`src/rtl/regfile_arbiter.sv`:
```
// Two-requester arbiter for a single-port 16x8 register file: req/ack handshake, round-robin ties.
// Define RF_ARB_FIXED_PRIO_EN to make requester 0 win every tie instead of alternating.
module regfile_arbiter #(
  parameter int ADDR_W = 4,
  parameter int DATA_W = 8,
  parameter int WA_W   = 8
) (
  input  logic              clock,
  input  logic              reset_n,
  input  logic              req0,
  input  logic              we0,
  input  logic [ADDR_W-1:0] addr0,
  input  logic [DATA_W-1:0] wdata0,
  output logic              ack0,
  input  logic              req1,
  input  logic              we1,
  input  logic [ADDR_W-1:0] addr1,
  input  logic [DATA_W-1:0] wdata1,
  output logic              ack1,
  output logic [DATA_W-1:0] rdata,
  output logic              busy,
  output logic              rf_we,
  output logic [ADDR_W-1:0] rf_a1,
  output logic [WA_W-1:0]   rf_wa,
  output logic [DATA_W-1:0] rf_wd,
  input  logic [DATA_W-1:0] rf_rd1
);

  typedef enum logic [2:0] {
    IDLE    = 3'd0,
    WR      = 3'd1,
    RD_ADDR = 3'd2,
    RD_DATA = 3'd3,
    DONE    = 3'd4
  } state_t;

  state_t              state_reg, state_next;
  logic                winner_reg;
  logic [ADDR_W-1:0]   addr_reg;
  logic [DATA_W-1:0]   wdata_reg;
  logic [DATA_W-1:0]   rdata_reg;

  logic                grant_valid;
  logic                grant_id;
  logic                grant_we;
  logic [ADDR_W-1:0]   grant_addr;
  logic [DATA_W-1:0]   grant_wdata;
  logic [1:0]          ack_vec;

`ifndef RF_ARB_FIXED_PRIO_EN
  logic                last_grant_reg;
`endif

  // Arbitration is only consulted in IDLE; requests are ignored in every other state.
  always_comb begin
    grant_valid = req0 | req1;
    grant_id    = 1'b0;
    if (req0 && req1) begin
`ifdef RF_ARB_FIXED_PRIO_EN
      grant_id = 1'b0;
`else
      grant_id = ~last_grant_reg;
`endif
    end else if (req1) begin
      grant_id = 1'b1;
    end
    grant_we    = grant_id ? we1    : we0;
    grant_addr  = grant_id ? addr1  : addr0;
    grant_wdata = grant_id ? wdata1 : wdata0;
  end

  always_comb begin
    state_next = state_reg;
    case (state_reg)
      IDLE:    if (grant_valid) state_next = grant_we ? WR : RD_ADDR;
      WR:      state_next = DONE;
      RD_ADDR: state_next = RD_DATA;
      RD_DATA: state_next = DONE;
      DONE:    state_next = IDLE;
      default: state_next = IDLE;
    endcase
  end

  always_ff @(posedge clock or negedge reset_n) begin
    if (!reset_n) begin
      state_reg  <= IDLE;
      winner_reg <= 1'b0;
      addr_reg   <= '0;
      wdata_reg  <= '0;
      rdata_reg  <= '0;
    end else begin
      state_reg <= state_next;
      if (state_reg == IDLE && grant_valid) begin
        winner_reg <= grant_id;
        addr_reg   <= grant_addr;
        wdata_reg  <= grant_wdata;
      end
      if (state_reg == RD_DATA) begin
        rdata_reg <= rf_rd1;
      end
    end
  end

`ifndef RF_ARB_FIXED_PRIO_EN
  // Reset value 1 lets requester 0 win the first tie.
  always_ff @(posedge clock or negedge reset_n) begin
    if (!reset_n) begin
      last_grant_reg <= 1'b1;
    end else if (state_reg == IDLE && grant_valid) begin
      last_grant_reg <= grant_id;
    end
  end
`endif

  for (genvar gi = 0; gi < 2; gi++) begin : g_ack
    assign ack_vec[gi] = (state_reg == DONE) && (winner_reg == 1'(gi));
  end

  assign ack0  = ack_vec[0];
  assign ack1  = ack_vec[1];
  assign busy  = (state_reg != IDLE);
  assign rdata = rdata_reg;

  // Register-file pins come only from state and the latched command, never from req inputs.
  assign rf_we = (state_reg == WR);
  assign rf_a1 = addr_reg;
  assign rf_wa = {{(WA_W-ADDR_W){1'b0}}, addr_reg};
  assign rf_wd = wdata_reg;

endmodule
```
`config.mk`:
```
export PLATFORM = sky130hd
export DESIGN_NAME = regfile_arbiter
export DESIGN_NICKNAME = d
export VERILOG_FILES = /design/src/rtl/regfile_arbiter.sv
export SDC_FILE = /design/constraint.sdc
export NUM_CORES = 1
export LEC_CHECK = 0
export CAP_MARGIN = 0
export CORE_MARGIN = 10
export CORE_UTILIZATION = 40
export CTS_CLUSTER_DIAMETER = 120
export CTS_CLUSTER_SIZE = 24
export DETAILED_ROUTE_END_ITERATION = 10
export PLACE_DENSITY = 0.89
export SLEW_MARGIN = 40
export SYNTH_ARGS = -nofsm -noshare
export SYNTH_HDL_FRONTEND = slang
export SYNTH_SLANG_ARGS = --single-unit
```
`constraint.sdc`:
```
create_clock -name clock -period 3.2 [get_ports clock]
set_clock_uncertainty 0.2 [all_clocks]
set_input_delay 0.48 -clock clock [delete_from_list [all_inputs] [get_ports clock]]
set_output_delay 0.48 -clock clock [all_outputs]
set_load 0.01 [all_outputs]
```
# Yosys cells after proc, flatten, opt, wreduce, memory -nomap -nowiden
# Index checks and enable logic that the tools add are counted.
# classes
eq_ne,5
mux,8
bitwise_logic,3
n_reduce_logical,7
# op_table
op,n
$pmux 3 s3,1
$mux 8,1
$eq 3x2->1 const B,2
$logic_and 1x1->1,4
$mux 4,1
$eq 3x1->1 const B,1
$eq 3x3->1 const B,1
$logic_not 3->1,1
$mux 1,3
$mux 3,1
$reduce_bool 3->1,1
$mux 2,1
$ne 2x2->1 const B,1
$not 1->1,2
$reduce_or 2->1,1
$or 1x1->1,1
# totals
regBits,25
output_inout_bits,32
wordCells,29

# Logic depth before layout (Yosys ltp)
# Gate-level depths: netlist (run 1).
# logic_depth
ltp_word,6
ltp_mapped,5

# Least setup slack after synthesis (run 1)
# Ideal clock, no wire load.
# synth_timing
path_type,input -> register
from,input req1
to,"register addr_reg[0], in the netlist rf_a1[0]"
setup_ns,0.125
arrival_time_ns,1.467
required_time_ns,2.875
path_slack_ns,1.409
cell_stages,4
n_path_buf,1
path_cell_list,a21boi_2 > buf_6 > mux2_2 > mux2_2
# synth_between
elab_chain_cells,3
word_cells_on_any_way,6
classes_between,3 x mux; 1 x bitwise; 2 x reduce/logical
# synth_rtl
element,line_no,rtl
from (decl),15,"input logic req1,"
$mux 1 or $logic_and 1x1->1 (tied branches),"64, 58",
$mux 1,58,if (req0 && req1) begin
$mux 4,68,grant_addr = grant_id ? addr1 : addr0;
to (signal assigned),95,addr_reg <= grant_addr;
to (decl),39,logic [ADDR_W-1:0] addr_reg;
# Parallel ways exist; a longest one is shown, timed or not.
# A chain may end at the register's enable or synchronous reset.

# Worst setup path after layout (run 1)
# layout_timing
from,register state_reg[1]
to,output ack1
# layout_between
elab_chain_cells,2
# layout_rtl
element,line_no,rtl
from (decl),37,"state_t state_reg, state_next;"
from (signal assigned),92,state_reg <= state_next;
$eq 3x3->1,116,assign ack_vec[gi] = (state_reg == DONE) && (winner_reg == 1'(gi));
$logic_and 1x1->1,116,
to (decl),19,"output logic ack1,"
# Every way passes these cells.

==> flow_summary.yaml, run 1 <==
critical_path:
  critical_path_buf_inv_count: 1
  crit_chain: "nor4b_1 > clkdlybuf4s50_1"
  slowest_delay_ps: 600
  crit_path_start_kind: "flip-flop"
  crit_path_end_kind: "output pin"
  critPathArrivalTime_ps: 1720
  crit_family: "buffers and inverters"
  crit_required_ps: 2520
  crit_slowest_cell: "clkdlybuf4s50_1"
  crit_fanout: 7
  criticalPathCategory: "flip-flop to output pin"
synthesis:
  syn_avg_cell_area_um2: 13.8
  synth_top_area_share_pct: 48.9
  synth-adder-area-share_pct: 0
  synth-edff-count: 0
  synth_seq_cells: 25
  synthXorXnorAreaFrac_pct: 0
  synth-simple-area-share_pct: 5.60
  synth_top_area_cell: "dfrtp_1"
  synth_top_family_by_area: "multiplexers"
  synth_commonest_cells: "32 x mux2_2, 24 x dfrtp_1, 8 x buf_4"
  synth_flop_cell: "dfrtp_1"
  synthTopCellsByArea: "dfrtp_1 49%, mux2_2 29%, buf_4 4.9%, dfstp_2 2.1%, buf_6 1.8%"
  synth_seq_area_share_pct: 51.0
  netlist_area_um2: 1230
  ys.warnings.count: 0
  yosys-mux-area-fraction_pct: 30.2
  synth_cell_type_count: 23
  yosysMostFrequentCell: "mux2_2"
  async_flop_share_pct: 100
  synth-compound-area-share_pct: 4.07
  syn_inst: 89
power_and_ir_drop:
  p_clk_share_pct: 8.5
  p_int_uw: 1080
  pwr-share-seq_pct: 37.0
  power.switching_uw: 546
  p_per_area_nw_per_um2: 867
  ir_drop_v: 0.000534
  power_leakage_uw: 0.000765
  combPwrFrac_pct: 54.5
  switching_share_pct: 33.5
  total_power_uw: 1630
detailed_routing:
  first_pass_iters: 2
  via_per_inst: 4.98
  drtIter0Drc: 30
  via_count: 921
  route.detailed.drc: 0
  routedWlPerCell_um: 18.9
  routed_wl_um: 3500
  ant_nets: 0
layout:
  nets: 191
  post-route-util_pct: 62.5
  drive_gt1_share_pct: 28.3
  n_antenna_cell: 0
  area_growth_pct: 52.9
  layoutNonFillerInstCount: 185
place:
  portBuffers: 65
  gp_congestion: 0.668
  hpwl_um: 2940
  post-place-ws_ps: 632
  placed_cells: 181
grt:
  grt_max_degree: 26
  grt_pass1_vias: 1038
  overflow: 0
  grt_pass1_wl_um: 5290
  grt_util_all_layers_pct: 12.6
  antenna_found_initial: 0
floorplanning:
  io-pin-count: 70
  start_util_pct: 40.9
  row_count: 20
  die_area_um2: 5690
  dieWidth_um: 75.4
  core_area_um2: 3000
  die_y_um: 75.4
outcome:
  outcome: "complete, no violations"
cts:
  ctsResizeCount: 0
  hold_buffers: 0
  insertion_delay_ps: 310
  cts.path.max_buffers: 2
  clock-sinks: 25
  cts-root-buf: "clkbuf_4"
  postCtsSetupRepairBufs: 0
  cts_buffers: 3
  htree_levels: 1
  clk_pin_slew_worst_paths_ps: 140
  cts_tree: "yes"
sta:
  slew_headroom_pct: 62.3
  fmax_mhz: 417
  setup_violations: 0
  min_period_ps: 2400
  finalWorstSetupSlack_ps: 803
  post-route-period-util_pct: 74.9
  hold_violations: 0
  worstMarginPinSlew_ps: 565
  finalSetupTns_ps: 0
  slew_violations: 0
  rsz0062_at_grt: "false"
hold_path:
  min-delay-path-class: "input port to async pin"
flow_run:
  drv_cap: 0
[per-stage QoR]
stage / hold slack (ps) / instance area, um2
2_1_floorplan: -15.6 / 1240
3_3_place_gp: 288 / 1850
3_5_place_dp: 297 / 1850
4_1_cts: 312 / 1880
5_1_grt: 327 / 1880
6_report: 306 / 1880
[worst paths after layout]
check                             startpoint             end  slack [ps]  cells after the start
max in group asynchronous            reset_n  last_grant_reg        2190                      2
worst max-delay path            state_reg[1]            ack1         800                      2
worst min-delay path                 reset_n        rf_a1[0]         310                      2
min in group clock                  rdata[3]        rdata[3]         330                      1
worst min register to register      rdata[3]        rdata[3]         330                      1
worst max register to register  state_reg[2]        rf_wd[7]        1220                      3
[layout by cell type (no fill, tap or decap)]
cell              n
o21ba_2           1
o21ai_0           1
and2b_1           1
nor3_1            1
dfstp_2           1
nand2_1           1
clkdlybuf4s50_1  65
or3_1             1
a31oi_1           1
o21a_1            1
buf_4             2
mux2_2           32
mux2_1            1
clkbuf_4          3
inv_1             3
conb_1            4
nand2_2           1
dfrtp_1          24
a21boi_2          1
a21oi_1           2
nor4b_1           2
clkinv_2          1
and2_1            1
nor3_4            1
[cells by family (layout without fill, tap and decap cells)]
logic type / Yosys count / count (layout)
compound gates: 7 / 7
buf+inv: 14 / 74
flops: 25 / 25
mux: 33 / 33
other cells: 1 / 4
simple gates: 9 / 9
[power by group through the flow]
stage          Combinational, uW  Sequential [uW]  Clock (uW)
2_1_floorplan                428              641           0
3_3_place_gp                 875              594           0
3_5_place_dp                 899              608           0
4_1_cts                      905              603         143
5_1_grt                      958              621         156
6_report                     887              602         139
[per-layer routing]
layer | vias up | part of all wire (%) | wire (um) | track usage [%]
met2 | 50 | 48 | 1670 | 20.6
met4 | 0 | 1.7 | 60 | 5.57
met1 | 439 | 35 | 1230 | 12.0
li1 | 426 | - | - | -
met3 | 6 | 15 | 536 | 8.46
met5 | - | 0 | 0 | 0
[worst reg2reg max path, cell delays in order (launching register included)]
cell and delay, ps:
dfrtp_1 460, nor3_4 280, o21a_1 530, mux2_2 400
[layout make-up]
cell class                      instances  area [um2]
Multi-Input combinational cell         53         505
Timing Repair Buffer                   67         666
Fill cell                             240        1120
Inverter                                3        11.3
Sequential cell                        25         627
Clock buffer                            3        22.5
Tap cell                               33        41.3
Clock inverter                          1        5.00
Power figures use the tool's default switching activity.
==> inputs of run 2 (changes only) <==
--- a/config.mk
+++ b/config.mk
@@ -7,11 +7,11 @@
 export LEC_CHECK = 0
 export CAP_MARGIN = 0
 export CORE_MARGIN = 10
-export CORE_UTILIZATION = 40
+export CORE_UTILIZATION = 34
 export CTS_CLUSTER_DIAMETER = 120
 export CTS_CLUSTER_SIZE = 24
 export DETAILED_ROUTE_END_ITERATION = 10
-export PLACE_DENSITY = 0.89
+export PLACE_DENSITY = 0.81
 export SLEW_MARGIN = 40
 export SYNTH_ARGS = -nofsm -noshare
 export SYNTH_HDL_FRONTEND = slang
==> constraint.sdc (replaced) <==
create_clock -name clock -period 2 [get_ports clock]
set_clock_uncertainty 0.2 [all_clocks]
set_input_delay 0.3 -clock clock [delete_from_list [all_inputs] [get_ports clock]]
set_output_delay 0.3 -clock clock [all_outputs]
set_load 0.01 [all_outputs]
==> flow_summary.yaml, run 2 (synthesis gave the netlist of run 1 again) <==
power_and_ir_drop:
  ir_drop_v: 0.000701
  power_leakage_uw: 0.000828
  p_per_area_nw_per_um2: 1380
detailed_routing:
  via_per_inst: 4.54
  routedWlPerCell_um: 16.3
  ant_nets: 0
  via_count: 944
  drtIter0Drc: 6
  routed_wl_um: 3390
  route.detailed.drc: 0
  first_pass_iters: 3
grt:
  grt_util_all_layers_pct: 10.8
  antenna_found_initial: 0
  grt_pass1_vias: 1112
  overflow: 0
  grt_max_degree: 26
  grt_pass1_wl_um: 5460
cts:
  insertion_delay_ps: 320
  hold_buffers: 0
  cts_buffers: 3
  clock-sinks: 25
  htree_levels: 1
  cts_tree: "yes"
  cts.path.max_buffers: 2
  cts-root-buf: "clkbuf_4"
  clk_pin_slew_worst_paths_ps: 130
critical_path:
  crit_path_end_kind: "output pin"
  startpoint: "state_reg[0]"
  crit_slowest_cell: "dfrtp_2"
  critPathArrivalTime_ps: 1420
  crit_family: "flip-flops"
  r2r-start: "state_reg[2]"
  criticalPathCategory: "flip-flop to output pin"
  crit_path_start_kind: "flip-flop"
  slowest_delay_ps: 470
  crit_fanout: 5
  crit_required_ps: 1500
  rrSetupSlack_ps: 110
  crit_chain: "and2b_2 > and2_1 > dlygate4sd2_1"
  critical_path_buf_inv_count: 1
floorplanning:
  dieWidth_um: 80.1
  die_y_um: 80.1
  io-pin-count: 70
  die_area_um2: 6420
  start_util_pct: 36.0
  core_area_um2: 3420
  row_count: 21
sta:
  finalSetupTns_ps: 0
  timing.hold.ws_ps: 120
  post-route-period-util_pct: 96.0
  rsz0062_at_grt: "false"
  fmax_mhz: 521
  setup_violations: 0
  slew_violations: 0
  hold_violations: 0
  min_period_ps: 1920
place:
  gp_congestion: 0.717
  portBuffers: 65
  hpwl_um: 2800
  placed_cells: 200
layout:
  area_growth_pct: 61.1
  layoutNonFillerInstCount: 208
  n_antenna_cell: 0
  fillers: 280
  layout.cells.most_common: "clkdlybuf4s50_1"
  most-common-layout-cells: "61 x clkdlybuf4s50_1, 32 x mux2_2, 23 x dfrtp_1, 11 x buf_4, 4 x conb_1"
  nets: 201
  drive_gt1_share_pct: 33.3
hold_path:
  min-delay-path-class: "input port to async pin"
outcome:
  outcome: "complete, no violations"
flow_run:
  drv_cap: 0
## run 2: through the flow
stage | setup slack (ps) | utilization, % | cell area, um2 | power [uW]
2_1_floorplan | 315 | - | 1240 | 1710
3_3_place_gp | -46.1 | 56.3 | 1920 | 2440
3_5_place_dp | -90.7 | 56.3 | 1920 | 2490
4_1_cts | 30.9 | 57.7 | 1970 | 2760
5_1_grt | 2.50 | 57.9 | 1980 | 2920
6_report | 79.0 | 57.9 | 1980 | 2730
## run 2: power breakdown
group	internal, uW	switching [uW]	total [uW]	leakage, uW
registers	773	161	934	0.000294
clock network	78.0	145	223	0.0000150
logic	992	577	1570	0.000519
## run 2: cell type report
type / count / area (um2) / share of cell area [%]
Inverter: 3 / 11.3 / 0.569
Timing Repair Buffer: 77 / 749 / 37.9
Sequential cell: 25 / 628 / 31.7
Multi-Input combinational cell: 53 / 507 / 25.6
Clock buffer: 4 / 26.3 / 1.33
Tap cell: 46 / 57.6 / 2.91
## run 2: metal layers
layer  routed length (um)  up-vias  global-route usage, %
met5                    0        -                      0
met4                   37        0                   4.23
met3                  493        4                   6.57
met2                 1560       50                   18.1
met1                 1300      446                   10.7
li1                     -      444                      -
## run 2: timing repair
item | 4_1_cts | 5_1_grt
endpoints found under the setup margin | 4 | 2
setup buffers | 3 | 1
gates resized for setup | 6 | 1
pin swaps | 1 | 1
## run 2: worst paths after layout
| path | end | depth (start not counted) |
|---|---|---|
| hold reg to reg | rf_wd[5] | 1 |
| hold / removal | rdata[2] | 2 |
| min in group clock | rf_wd[5] | 1 |
| setup reg to reg | rf_wd[3] | 6 |
| setup / recovery | rf_we | 3 |
| max in group asynchronous | last_grant_reg | 2 |
